===== config.mk =====
export PLATFORM = sky130hd
export DESIGN_NAME = crc_stream_engine
export DESIGN_NICKNAME = d
export VERILOG_FILES = /design/src/rtl/crc_stream_engine.sv
export SDC_FILE = /design/constraint.sdc
export NUM_CORES = 1
export LEC_CHECK = 0
export BUFFER_PORTS_ARGS = -buffer_cell sky130_fd_sc_hd__buf_2
export CORE_ASPECT_RATIO = 0.75
export CORE_MARGIN = 10
export CORE_UTILIZATION = 53
export DETAILED_ROUTE_END_ITERATION = 10
export PLACE_DENSITY_LB_ADDON = 0.25
export SYNTH_ARGS = -nofsm -noshare
export SYNTH_HDL_FRONTEND = slang
export SYNTH_SLANG_ARGS = --single-unit

===== constraint.sdc =====
create_clock -name clk -period 4 [get_ports clk]
set_clock_uncertainty 0.1 [all_clocks]
set_input_delay 0.2 -clock clk [delete_from_list [all_inputs] [get_ports clk]]
set_output_delay 0.2 -clock clk [all_outputs]
set_load 0.03 [all_outputs]

===== src/rtl/crc_stream_engine.sv =====
// Streaming CRC engine: multi-lane byte beats with keep, one framed result per
// packet held until consumed, with expected-value compare and mismatch count.
module crc_stream_engine #(
  parameter int          CRC_W  = 8,
  parameter logic [31:0] POLY   = 32'h07,
  parameter logic [31:0] INIT   = 32'h00,
  parameter logic [31:0] XOROUT = 32'h00,
  parameter bit          REFIN  = 1'b0,
  parameter bit          REFOUT = 1'b0,
  parameter int          LANES  = 1,
  parameter int          ERR_W  = 16
) (
  input  logic               clk,
  input  logic               rst,
  input  logic               clear,
  input  logic               s_valid,
  output logic               s_ready,
  input  logic [8*LANES-1:0] s_data,
  input  logic [LANES-1:0]   s_keep,
  input  logic               s_last,
  input  logic [CRC_W-1:0]   chk_value,
  output logic [CRC_W-1:0]   crc_out,
  output logic               res_valid,
  input  logic               res_ready,
  output logic [CRC_W-1:0]   res_crc,
  output logic               res_match,
  output logic [ERR_W-1:0]   err_count
);

  localparam logic [CRC_W-1:0] P_POLY   = POLY[CRC_W-1:0];
  localparam logic [CRC_W-1:0] P_INIT   = INIT[CRC_W-1:0];
  localparam logic [CRC_W-1:0] P_XOROUT = XOROUT[CRC_W-1:0];

  typedef enum logic {S_ACCUM, S_HOLD} state_t;

  state_t            r_state;
  state_t            w_stateNext;
  logic [CRC_W-1:0]  r_crc;
  logic [CRC_W-1:0]  r_resCrc;
  logic              r_resMatch;
  logic [ERR_W-1:0]  r_errCount;
  logic [CRC_W-1:0]  w_accNext;
  logic [CRC_W-1:0]  w_final;
  logic              w_match;
  logic              w_accept;
  logic              w_lastAccept;

  // One byte, MSB-first; the full 8 bits are shifted in even when CRC_W < 8.
  function automatic logic [CRC_W-1:0] crcByte(input logic [CRC_W-1:0] c,
                                               input logic [7:0] b);
    logic [CRC_W-1:0] acc;
    logic [7:0]       d;
    acc = c;
    for (int i = 0; i < 8; i++) d[i] = REFIN ? b[7-i] : b[i];
    for (int i = 7; i >= 0; i--) begin
      if (acc[CRC_W-1] ^ d[i]) acc = (acc << 1) ^ P_POLY;
      else                     acc = acc << 1;
    end
    return acc;
  endfunction

  function automatic logic [CRC_W-1:0] revCrc(input logic [CRC_W-1:0] c);
    logic [CRC_W-1:0] r;
    for (int i = 0; i < CRC_W; i++) r[i] = c[CRC_W-1-i];
    return r;
  endfunction

  assign s_ready      = !clear && ((r_state == S_ACCUM) || res_ready);
  assign w_accept     = s_valid && s_ready;
  assign w_lastAccept = w_accept && s_last;

  always_comb begin
    w_accNext = r_crc;
    for (int l = 0; l < LANES; l++) begin
      if (s_keep[l]) w_accNext = crcByte(w_accNext, s_data[8*l +: 8]);
    end
  end

  assign w_final = (REFOUT ? revCrc(w_accNext) : w_accNext) ^ P_XOROUT;
  assign w_match = (w_final == chk_value);

  always_ff @(posedge clk) begin
    if (rst) r_state <= S_ACCUM;
    else     r_state <= w_stateNext;
  end

  // In HOLD a beat is only accepted alongside res_ready, so a last beat there
  // is a back-to-back replace of the consumed result.
  always_comb begin
    w_stateNext = r_state;
    if (clear) begin
      w_stateNext = S_ACCUM;
    end else begin
      case (r_state)
        S_ACCUM: if (w_lastAccept) w_stateNext = S_HOLD;
        S_HOLD:  if (res_ready && !w_lastAccept) w_stateNext = S_ACCUM;
        default: w_stateNext = S_ACCUM;
      endcase
    end
  end

  always_ff @(posedge clk) begin
    if (rst) begin
      r_crc      <= P_INIT;
      r_resCrc   <= '0;
      r_resMatch <= 1'b0;
      r_errCount <= '0;
    end else if (clear) begin
      r_crc <= P_INIT;
    end else if (w_accept) begin
      if (s_last) begin
        r_crc      <= P_INIT;
        r_resCrc   <= w_final;
        r_resMatch <= w_match;
        if (!w_match && (r_errCount != '1)) r_errCount <= r_errCount + 1'b1;
      end else begin
        r_crc <= w_accNext;
      end
    end
  end

  assign crc_out   = r_crc;
  assign res_valid = (r_state == S_HOLD);
  assign res_crc   = r_resCrc;
  assign res_match = r_resMatch;
  assign err_count = r_errCount;

endmodule


# After elaboration in Yosys (flattened, before gate mapping)
# Cells that the tools add are included.
# classes
n_bitwise,18
reduce_logical,12
add_sub_neg,1
mux,20
n_eq_ne,2
# op_table
operator,n
8-bit 2-to-1 mux,9
3-bit 2-to-1 mux,8
3-bit NOT,8
"16-bit by 1-bit adder with 16-bit output, second input constant",1
"16-bit != test, second input constant",1
8-bit equality test,1
1-bit XOR,8
1-bit logical AND,5
4-bit AND reduction,1
1-bit logical NOT,3
3-bit AND reduction,1
1-bit 2-to-1 mux,2
1-bit NOT,2
1-bit case mux with 2 select lines,1
2-bit OR reduction,1
1-bit logical OR,1
# totals
in_bits,23
ff_bits,34
wordCells,58
output_inout_bits,35

# Longest topological paths before layout
# logic_depth
word_depth,28
ltp_mapped,10

# Worst setup path after synthesis
# OpenSTA, ideal clock, no wires.
# synth_timing
kind,reg-to-reg
from,"reg r_crc[4], in the netlist crc_out[4]"
to,"reg r_errCount[11], in the netlist err_count[11]"
t_arrival_ns,2.788
setup_time_ns,0.121
period_less_slack_ns,3.009
n_path_buf,1
path_stages_with_launch,10
path_slack_ns,0.991
required_time_ns,3.779
path_cell_list,dfxtp_1 -> xnor3_2 -> xnor2_2 -> nor3b_2 -> o32a_2 -> o211ai_2 -> nor4_4 -> buf_6 -> nor4b_1 -> mux2_2
# synth_between
elab_chain_cells,18
# synth_rtl
element,line_no,text
start: declaration,38,logic [CRC_W-1:0] r_crc;
start signal: assignment,117,r_crc <= w_accNext;
8-bit 2-to-1 mux (3 in series),75,"if (s_keep[l]) w_accNext = crcByte(w_accNext, s_data[8*l +: 8]);"
1-bit XOR,56,if (acc[CRC_W-1] ^ d[i]) acc = (acc << 1) ^ P_POLY;
3-bit 2-to-1 mux,56,
8-bit 2-to-1 mux,75,
3-bit NOT (no source line),-,
3-bit 2-to-1 mux,56,
8-bit 2-to-1 mux,75,
3-bit NOT (no source line),-,
3-bit 2-to-1 mux,56,
8-bit 2-to-1 mux (2 in series),75,
8-bit 2-to-1 mux (*),75,
8-bit equality test (*),80,assign w_match = (w_final == chk_value);
1-bit logical NOT (*),115,if (!w_match && (r_errCount != '1)) r_errCount <= r_errCount + 1'b1;
1-bit logical AND (*),115,
4-bit AND reduction (no source line) (*),-,
end signal: assignment,115,
end: declaration,41,logic [ERR_W-1:0] r_errCount;
# Mark *: on every way between the ends. The rest lies on a longest branch, timed or not. The select of a mux whose other input is x is not followed.
# A chain may end at the register's enable or synchronous reset.

# Final worst setup path
# layout_timing
from,"reg r_crc[4], in the netlist crc_out[4]"
to,"reg r_errCount[0], in the netlist err_count[0]"
# The elaborated chain is that of the path after synthesis.

==> out/results.ini <==
[grt]
grt_antenna_before_repair = 0
grtUsageTotal_pct = 16.1
grt_pass1_vias = 1917
grt_max_degree = 37
grt_pass1_wl_mm = 9.18
overflow = 0

[synth]
synth.distinct_cells = 47
yosysSeqAreaShare_pct = 31.4
synth_area_um2 = 2170
synth_edf_count = 0
synth-seq-cells = 34
yosysWarnings = 0
async_reset_ff_share_pct = 0
synth_cells = 258
synth_flop_cell = dfxtp_1
syn_avg_cell_area_um2 = 8.39
syn-num-nets = 282

[worst_setup_path]
end_kind = flop
regToRegSetupSlack_ns = 0.76
critPathCapture = err_count[0]$_SDFFE_PP0P_
r2r_start = crc_out[4]$_SDFFE_PP0P_
cp.required_ns = 4.08
cp_max_fo = 18
start_kind = flop
reg2reg_depth = 8
arrival_ns = 3.32
r2r_end = err_count[0]$_SDFFE_PP0P_
worst-setup-path-type = flop to flop
worstSetupStartpoint = crc_out[4]$_SDFFE_PP0P_

[final_layout]
final_cells = 366
layout.nets = 334
fin_util_pct = 64.0
area_delta_synth_final_pct = 18.4
antenna_cells = 0
final_area_um2 = 2560
drive_gt1_share_pct = 27.3

[routing]
drc = 0
viasPerCell = 5.52
wire_per_inst_um = 14.6
drt.antenna.violating_nets = 0
vias = 2020
first_pass_iters = 4
wirelength_mm = 5.33
first_iter_violations = 160

[placement]
place.gp.congestion = 0.847
pre_cts_slack_ns = 0.785
dp_hpwl_mm = 4.15
dp_cells = 358
placed_area_um2 = 2470
port_buffers = 57

[clocking]
cts_tree = done
cts_hold_buf = 0
clockRootBuffer = clkbuf_8
cts_buffer_depth = 2
clkSlewWorstSetupHoldPaths_ns = 0.07
post-cts-setup-buffers = 0
cts_buffers = 5
insertion_delay_ns = 0.29
htree_levels = 2
cts_resized = 0
cts_sinks = 34

[floorplan]
ioPinCount = 58
dieWidth_um = 93.8
core_area_um2 = 4000
die_h_um = 75.4
start_util_pct = 54.1
std_cell_rows = 20
die_area_um2 = 7070

[sta]
finalHoldViolations = 0
worst_slack_ns = 0.761
fin_setup_tns_ns = 0
rsz0062_at_grt = no
min_period_ns = 3.24
worst_pin_slew_ns = 0.827
slew_headroom_pct = 44.4
maxSlewViolCount = 0
fin_crit_sh_pct = 81.0
clock.fmax_ghz = 0.309
finalSetupViolations = 0

[hold_path]
hold_class = input pin to flop

[job]
drv_cap = 0

[pwr]
peakVddDrop_mv = 0.138
p_leak_uw = 0.00107
p_per_area_nw_per_um2 = 302

[status]
status = completed

==> kinds of logic after synthesis <==
group           share of synthesized area (%)
xor+xnor                                 19.4
compound gates                           12.9
mux                                      5.78
simple gates                             26.0
flops                                    31.4
buf+inv                                  3.93
fa+ha+maj                               0.578
==> per-stage QoR <==
step                hold slack, ns  total power, uW
floorplan                    0.294              474
global placement             0.338              511
detailed placement           0.341              513
CTS                         0.0899              779
global route                 0.104              809
finish                      0.0952              773
==> registers in the layout, summed over array words and instances (netlist names) <==
register / cells
crc_out: 8
err_count: 16
res_crc: 8
res_match: 1
res_valid: 1
==> worst min path at each step <==
stage | slack (ns) | cells after the start | startpoint | to
final | 0.1 | 3 | res_ready | res_valid$_SDFF_PP0_
after detailed placement | 0.34 | 2 | res_crc[1]$_SDFFE_PP0P_ | res_crc[1]$_SDFFE_PP0P_
after global placement | 0.34 | 2 | res_crc[1]$_SDFFE_PP0P_ | res_crc[1]$_SDFFE_PP0P_
after global routing | 0.10 | 3 | res_ready | res_valid$_SDFF_PP0_
after floorplan | 0.29 | 2 | res_ready | res_valid$_SDFF_PP0_
after CTS | 0.09 | 3 | res_ready | res_valid$_SDFF_PP0_
==> critical path, cell delays in order (launching register included) <==
cell	delay [ns]
dfxtp_1	0.43
xnor3_2	0.50
xnor2_2	0.20
nor3b_2	0.28
o32a_2	0.20
o211ai_2	0.10
nor4_4	0.77
nor2_1	0.21
mux2_4	0.34
==> cells in the final DEF (no fill, tap or decap), types with 8 or more instances in the layout <==
master / n
xor2_1: 8
nor2b_1: 9
nor4_1: 8
xnor2_1: 22
nor2_1: 29
a21oi_1: 22
dfxtp_1: 34
nand2_1: 26
buf_2: 57
==> metal layers <==
metal	global-route usage (%)	wire [um]
met1	21.8	2430
met4	6.39	78
met5	0	0
met2	22.8	2270
met3	5.31	548
==> power by group <==
part           total, uW  switching, uW  internal, uW
Clock                266            128           139
Combinational        159           92.9          65.9
Sequential           348           4.41           344
==> Yosys cell counts, drive strengths merged, types with 5 or more instances <==
cell type   n  area share (%)
a21oi      22             5.1
o21ai       7             1.6
or3         5             1.4
dfxtp      34              31
nand2      27             4.8
clkbuf     10             1.7
xnor2      24              10
mux2        9             4.9
or4         6             2.1
nand4       6             1.7
nor4        9             3.3
nor2       29             5.0
inv         6             1.0
nor2b       9             2.6
xor2       10             4.7
==> area by class of cell <==
class	count	area (um^2)
fillers	366	1440
multi-input cells	204	1400
flip-flops and latches	34	681
repair buffers	59	300
clock buffers	7	86.3
well taps	55	68.8
inverters	6	22.5
clock inverters	1	5.00
No activity file was read; power rests on OpenSTA's default activity.
